File: config.mk
export PLATFORM = sky130hd
export DESIGN_NAME = ahb_lite_2m1s_arb
export DESIGN_NICKNAME = d
export VERILOG_FILES = /design/src/rtl/ahb_arb_pkg.sv /design/src/rtl/ahb_arb_in_stage.sv /design/src/rtl/ahb_lite_2m1s_arb.sv
export SDC_FILE = /design/constraint.sdc
export NUM_CORES = 1
export LEC_CHECK = 0
export CAP_MARGIN = 30
export CORE_UTILIZATION = 25
export DETAILED_ROUTE_END_ITERATION = 6
export GPL_TIMING_DRIVEN = 0
export PLACE_DENSITY_LB_ADDON = 0.1
export REMOVE_ABC_BUFFERS = 1
export SLEW_MARGIN = 15
export SYNTH_ARGS = -nofsm -noshare
export SYNTH_HDL_FRONTEND = slang
export SYNTH_SLANG_ARGS = --single-unit
File: constraint.sdc
create_clock -name cpu_clk -period 2.1 [get_ports cpu_clk]
set_clock_uncertainty 0.1 [all_clocks]
set_input_delay 0.42 -clock cpu_clk [delete_from_list [all_inputs] [get_ports cpu_clk]]
set_output_delay 0.42 -clock cpu_clk [all_outputs]
set_load 0.05 [all_outputs]
File: src/rtl/ahb_arb_pkg.sv
// Shared encodings for the two-master AHB-Lite slave-port arbiter.
package ahb_arb_pkg;

    localparam logic [1:0] HTRANS_IDLE   = 2'b00;
    localparam logic [1:0] HTRANS_NONSEQ = 2'b10;

    typedef enum logic [1:0] {
        OWN_NONE = 2'b00,
        OWN_M0   = 2'b01,
        OWN_M1   = 2'b10
    } owner_e;

    typedef struct packed {
        logic       write;
        logic [2:0] size;
    } ahb_ctrl_t;

    function automatic owner_e own_enc(input int idx);
        return (idx == 0) ? OWN_M0 : OWN_M1;
    endfunction

endpackage

File: src/rtl/ahb_arb_in_stage.sv
// Per-master input stage: holds a losing address phase and stalls the master
// until it is granted; also steers the shared slave response to its owner.
module ahb_arb_in_stage
    import ahb_arb_pkg::*;
#(
    parameter int AW = 32
) (
    input  logic          cpu_clk,
    input  logic          pg_reset_b,
    input  logic [AW-1:0] haddr,
    input  logic          req,
    input  ahb_ctrl_t     ctrl,
    input  logic          grant,
    input  logic          dp_mine,
    input  logic          s_hready,
    input  logic          s_hresp,
    output logic          cand,
    output logic [AW-1:0] cand_addr,
    output ahb_ctrl_t     cand_ctrl,
    output logic          hready,
    output logic          hresp,
    output logic          pend_vld
);

    logic [AW-1:0] pend_addr;
    ahb_ctrl_t     pend_ctrl;
    logic          req_live;

    assign hready    = pend_vld ? 1'b0 : (dp_mine ? s_hready : 1'b1);
    assign hresp     = dp_mine & s_hresp;
    assign req_live  = req & hready;
    // A held request masks the live bus: the master is stalled so it cannot issue another.
    assign cand      = pend_vld | req_live;
    assign cand_addr = pend_vld ? pend_addr : haddr;
    assign cand_ctrl = pend_vld ? pend_ctrl : ctrl;

    always_ff @(posedge cpu_clk or negedge pg_reset_b) begin
        if (!pg_reset_b) begin
            pend_vld  <= 1'b0;
            pend_addr <= '0;
            pend_ctrl <= '0;
        end else if (grant) begin
            pend_vld  <= 1'b0;
        end else if (req_live) begin
            pend_vld  <= 1'b1;
            pend_addr <= haddr;
            pend_ctrl <= ctrl;
        end
    end

endmodule

File: src/rtl/ahb_lite_2m1s_arb.sv
// Two AHB-Lite masters (E902 iahbl = M0, biu = M1) sharing one AHB-Lite slave;
// uncontended requests pass through with no added latency.
module ahb_lite_2m1s_arb
    import ahb_arb_pkg::*;
#(
    parameter int AW = 32,
    parameter int DW = 32,
    parameter bit RR = 1'b1
) (
    input  logic          cpu_clk,
    input  logic          pg_reset_b,
    input  logic [AW-1:0] m0_haddr,
    input  logic [1:0]    m0_htrans,
    input  logic          m0_hwrite,
    input  logic [2:0]    m0_hsize,
    input  logic [DW-1:0] m0_hwdata,
    output logic [DW-1:0] m0_hrdata,
    output logic          m0_hready,
    output logic          m0_hresp,
    input  logic [AW-1:0] m1_haddr,
    input  logic [1:0]    m1_htrans,
    input  logic          m1_hwrite,
    input  logic [2:0]    m1_hsize,
    input  logic [DW-1:0] m1_hwdata,
    output logic [DW-1:0] m1_hrdata,
    output logic          m1_hready,
    output logic          m1_hresp,
    output logic          s_hsel,
    output logic [AW-1:0] s_haddr,
    output logic [1:0]    s_htrans,
    output logic          s_hwrite,
    output logic [2:0]    s_hsize,
    output logic [DW-1:0] s_hwdata,
    input  logic [DW-1:0] s_hrdata,
    input  logic          s_hready,
    input  logic          s_hresp
);

    localparam int NUM_M = 2;

    logic [NUM_M-1:0][AW-1:0] m_haddr, cand_addr;
    ahb_ctrl_t [NUM_M-1:0]    m_ctrl, cand_ctrl;
    logic [NUM_M-1:0]         m_req, cand, grant, dp_mine, hready, hresp, pend_vld;

    owner_e        dp_owner, dp_owner_nxt;
    logic          rr_last_m1;
    logic [AW-1:0] haddr_q;
    ahb_ctrl_t     ctrl_q;
    logic          unused_htrans;

    assign m_haddr       = {m1_haddr, m0_haddr};
    assign m_req         = {m1_htrans[1], m0_htrans[1]};
    assign m_ctrl[0]     = '{write: m0_hwrite, size: m0_hsize};
    assign m_ctrl[1]     = '{write: m1_hwrite, size: m1_hsize};
    assign unused_htrans = m0_htrans[0] ^ m1_htrans[0];

    for (genvar i = 0; i < NUM_M; i++) begin : g_in
        assign dp_mine[i] = (dp_owner == own_enc(i));

        ahb_arb_in_stage #(.AW(AW)) u_in_stage (
            .cpu_clk    (cpu_clk),
            .pg_reset_b (pg_reset_b),
            .haddr      (m_haddr[i]),
            .req        (m_req[i]),
            .ctrl       (m_ctrl[i]),
            .grant      (grant[i]),
            .dp_mine    (dp_mine[i]),
            .s_hready   (s_hready),
            .s_hresp    (s_hresp),
            .cand       (cand[i]),
            .cand_addr  (cand_addr[i]),
            .cand_ctrl  (cand_ctrl[i]),
            .hready     (hready[i]),
            .hresp      (hresp[i]),
            .pend_vld   (pend_vld[i])
        );
    end

    // Contention: round-robin favours whoever was not granted last; fixed mode favours M0.
    always_comb begin
        grant = '0;
        if (s_hready) begin
            if (cand[0] && cand[1]) begin
                if (RR && !rr_last_m1) grant[1] = 1'b1;
                else                   grant[0] = 1'b1;
            end else begin
                grant = cand;
            end
        end
    end

    always_comb begin
        dp_owner_nxt = OWN_NONE;
        if (grant[0])      dp_owner_nxt = OWN_M0;
        else if (grant[1]) dp_owner_nxt = OWN_M1;
    end

    always_ff @(posedge cpu_clk or negedge pg_reset_b) begin
        if (!pg_reset_b) begin
            dp_owner   <= OWN_NONE;
            rr_last_m1 <= 1'b1;
        end else if (s_hready) begin
            dp_owner <= dp_owner_nxt;
            if (|grant) rr_last_m1 <= grant[1];
        end
    end

    // Idle cycles keep presenting the last address/control.
    always_ff @(posedge cpu_clk or negedge pg_reset_b) begin
        if (!pg_reset_b) begin
            haddr_q <= '0;
            ctrl_q  <= '0;
        end else begin
            haddr_q <= s_haddr;
            ctrl_q  <= '{write: s_hwrite, size: s_hsize};
        end
    end

    always_comb begin
        s_htrans = HTRANS_IDLE;
        s_haddr  = haddr_q;
        s_hwrite = ctrl_q.write;
        s_hsize  = ctrl_q.size;
        for (int i = 0; i < NUM_M; i++) begin
            if (grant[i]) begin
                s_htrans = HTRANS_NONSEQ;
                s_haddr  = cand_addr[i];
                s_hwrite = cand_ctrl[i].write;
                s_hsize  = cand_ctrl[i].size;
            end
        end
    end

    assign s_hsel = s_htrans[1];

    always_comb begin
        s_hwdata = '0;
        case (dp_owner)
            OWN_M0:  s_hwdata = m0_hwdata;
            OWN_M1:  s_hwdata = m1_hwdata;
            default: s_hwdata = '0;
        endcase
    end

    assign m0_hrdata = s_hrdata;
    assign m1_hrdata = s_hrdata;
    assign m0_hready = hready[0];
    assign m1_hready = hready[1];
    assign m0_hresp  = hresp[0];
    assign m1_hresp  = hresp[1];

    always_ff @(posedge cpu_clk) begin
        if (pg_reset_b) assert (!(|(dp_mine & pend_vld)));
    end

endmodule

==> out/results.ini <==
[outcome]
status = complete, but fails checks
violations = negative setup slack

[synthesis]
yosysWarnings = 0
synth_top_cell_area_share_pct = 42.2
synth_seq_cells = 113
syn_area_mm2 = 0.00665
synth_area_leaders = dfrtp_1 42%, mux2_2 12%, buf_4 7.6%, mux2_1 6.6%, a2111oi_0 4.7%
synth-async-reset-ratio_pct = 100
synth_area_leader_cell = dfrtp_1
ys_types = 32
netlist_instances = 627
synth_top_family_by_area = multiplexers
synth_area_per_cell_um2 = 10.6
synth_xor_area_share_pct = 0
synth_most_common_cell = dfrtp_1
synth_fa_ha_area_share_pct = 0.377
synth_common_cells = 112 x dfrtp_1, 69 x mux2_2, 67 x buf_4, 45 x clkbuf_1, 39 x mux2_1
synth.area.mux_share_pct = 18.3
synth_edf_count = 0
yosys.area_share.simple_pct = 9.75
synthFlopType = dfrtp_1
ys_seq_area_share_pct = 42.6
synth_compound_area_share_pct = 16.9

[layout]
drive_above_1_share_pct = 54.7
syn_to_final_growth_pct = 88.2
layout.cells.non_filler = 1201
nets = 1030
multi_input_area_mm2 = 0.00471
seq_area_mm2 = 0.00284
fill_cells = 2277

[setup_path]
reg2reg_from = dp_owner[1]
path_cells = buf_12 > or2_4 > and3_4 > buf_12 > o31ai_4 > buf_6
criticalPathCategory = reg -> out
end_kind = primary output
cp_common_cell = buf_12
r2r_end = g_in[0].u_in_stage.pend_addr[19]
cp_top_family = simple AND/OR/NAND/NOR gates
reg2regPathDepth = 11
rrSetupSlack_ns = -0.30
cp_slowest_stage_delay_ns = 0.49
cp_data_arrival_time_ns = 2.27
crit_buf_inv = 3
cp.required_ns = 1.58
cp-start-kind = flop
critical-path-slowest-cell = dfrtp_4
crit_fanout = 6

[hold_path]
hold_path_end = haddr_q[23]
hp-class = in -> reg
worstHoldStart = s_hready
holdPathStages = 3

[detailed_routing]
drt-total-wl_um = 30400
dr.pass1.iters = 4
avgRoutedWirePerCell_um = 25.3
antenna_left = 0
viasPerCell = 5.16
via_count = 6201
drt_iter0_markers = 238
drc = 0

[timing]
slew_viol_final = 0
relSlewSlack_pct = 56.1
worstMarginPinSlew_ns = 0.656
max_freq_mhz = 359
fin_crit_sh_pct = 133
setup_slack_ns = -0.687
period_minus_slack_ns = 2.79
setup_viol = 146
rsz0062_at_grt = yes
finalHoldViolCount = 0

[clock_network]
root_buffer = clkbuf_16
clockBufferDepth = 2
clk_pin_slew_ns = 0.06
clk_latency_ns = 0.41
cts_sinks = 113
h-tree-depth = 4
cts_tree = done
cts_made_buffers = 17

[floorplanning]
die_area_mm2 = 0.0272
rows = 59
fp.coreArea_mm2 = 0.0261
die_h_um = 165
start_util_pct = 25.5
io_pins = 315
die_w_um = 165

[pwr]
finalPower_mw = 20.7
p_leak_nw = 4.82
power.density_mw_per_mm2 = 1660
vdd_drop_max_mv = 1.12

[grt]
gr-total-overflow = 0
grt_usage_pct = 21.7
grt_pass1_vias = 6674
grt_pass1_wl_um = 42600
grt_max_degree = 60
antenna_found_initial = 1

[flow_run]
drv_cap = 0

[place]
dp_hpwl_um = 17300
place.gp.congestion = 0.696
dp_cells = 1069
io_buffer_count = 215

## tightest hold or removal path, cell delays in order
cell and delay, ns:
buf_6 0.16, nand4_1 0.11, o31ai_2 0.08
## cell type report
| class | instances | share of cell area, % |
|---|---|---|
| Timing Repair Buffer | 332 | 31.5 |
| Sequential cell | 113 | 22.7 |
| Multi-Input combinational cell | 384 | 37.7 |
| Tap cell | 335 | 3.35 |
| Antenna cell | 1 | 0.0200 |
| Inverter | 4 | 0.140 |
| Clock inverter | 14 | 1.12 |
| Clock buffer | 18 | 3.51 |
## cells by family (layout without fill, tap and decap cells)
| kind of cell | after synthesis | in the layout |
|---|---|---|
| AOI/OAI and AO/OA | 151 | 152 |
| buffers and inverters | 133 | 368 |
| and+or+nand+nor | 119 | 121 |
| DFF | 113 | 113 |
| muxes | 108 | 108 |
| adders and majority gates | 2 | 2 |
| other | 1 | 2 |
## where the power goes
group | internal (mW) | switching [mW] | total, mW
sequential | 3.31 | 0.719 | 4.03
combinational | 6.48 | 7.37 | 13.9
clock | 1.77 | 1.08 | 2.85
total | 11.6 | 9.17 | 20.7
## cell usage in the layout, fill, tap and decap left out, drive strengths merged
| cell type | synthesis | routed |
|---|---|---|
| clkinv | 0 | 6 |
| dfrtp | 112 | 112 |
| mux2 | 108 | 108 |
| nand2 | 4 | 4 |
| nand3 | 1 | 1 |
| a22oi | 32 | 32 |
| diode | 0 | 1 |
| buf | 84 | 184 |
| inv | 4 | 5 |
| clkinvlp | 0 | 5 |
| bufinv | 0 | 2 |
| nor2b | 38 | 38 |
| o21ba | 1 | 1 |
| a2bb2oi | 1 | 1 |
| nor2 | 35 | 35 |
| a21oi | 36 | 36 |
| ha | 2 | 2 |
| or2 | 1 | 2 |
| dlygate4sd2 | 0 | 1 |
| o21bai | 2 | 2 |
| and3 | 1 | 2 |
| dfstp | 1 | 1 |
| o21a | 1 | 1 |
| a2111oi | 38 | 38 |
| conb | 1 | 1 |
| o21ai | 4 | 5 |
| o31ai | 36 | 36 |
| bufbuf | 0 | 1 |
| nand4 | 36 | 36 |
| clkbuf | 45 | 26 |
| and2 | 3 | 3 |
| dlygate4sd3 | 0 | 1 |
| clkdlybuf4s50 | 0 | 137 |
## stage by stage
step / hold slack (ns) / cell area, um^2 / setup slack (ns) / utilization, % / setup TNS [ns]
after floorplan: 0.0244 / 5860 / -2.96 / - / -401.56
after global placement: 0.362 / 8430 / -6.18 / 32.4 / -1371.49
after detailed placement: 0.324 / 8850 / -2.22 / 34.0 / -205.03
after CTS: 0.383 / 11900 / -0.751 / 45.6 / -38.61
after global routing: 0.328 / 12500 / -0.732 / 48.0 / -57.20
final: 0.333 / 12500 / -0.687 / 48.0 / -47.55
## how the worst max path moves through the flow
| stage | startpoint | endpoint | slack (ns) | depth (start not counted) |
|---|---|---|---|---|
| after global routing | g_in[1].u_in_stage.pend_vld | s_haddr[13] | -0.73 | 6 |
| after CTS | g_in[1].u_in_stage.pend_vld | s_haddr[29] | -0.75 | 7 |
| after global placement | g_in[0].u_in_stage.pend_vld | s_haddr[30] | -6.18 | 4 |
| final | g_in[1].u_in_stage.pend_vld | s_haddr[13] | -0.69 | 6 |
| after detailed placement | m1_htrans[1] | s_haddr[13] | -2.22 | 6 |
| after floorplan | g_in[0].u_in_stage.pend_vld | s_haddr[0] | -2.96 | 3 |
## flip-flops by register name, indices dropped and copies added (netlist names)
| register | flops |
|---|---|
| g_in.u_in_stage.pend_addr | 64 |
| haddr_q | 32 |
| g_in.u_in_stage.pend_ctrl | 8 |
| ctrl_q | 4 |
| dp_owner | 2 |
| g_in.u_in_stage.pend_vld | 2 |
| rr_last_m1 | 1 |
## layer usage
metal | wire, um | track usage [%] | up-vias
met5 | 96 | 4.17 | -
met3 | 2890 | 8.81 | 18
met2 | 14100 | 35.3 | 293
met1 | 13000 | 26.5 | 3152
li1 | - | - | 2734
met4 | 263 | 4.38 | 4
## timing repair
action	4_1_cts	5_1_grt
cloned	12	8
hold buffers	1	0
endpoints found under the hold margin	54	0
buffers inserted	58	31
setup endpoints to repair	184	144
pin swaps	56	71
resized for setup	869	93
(Power assumes the default switching activity.)
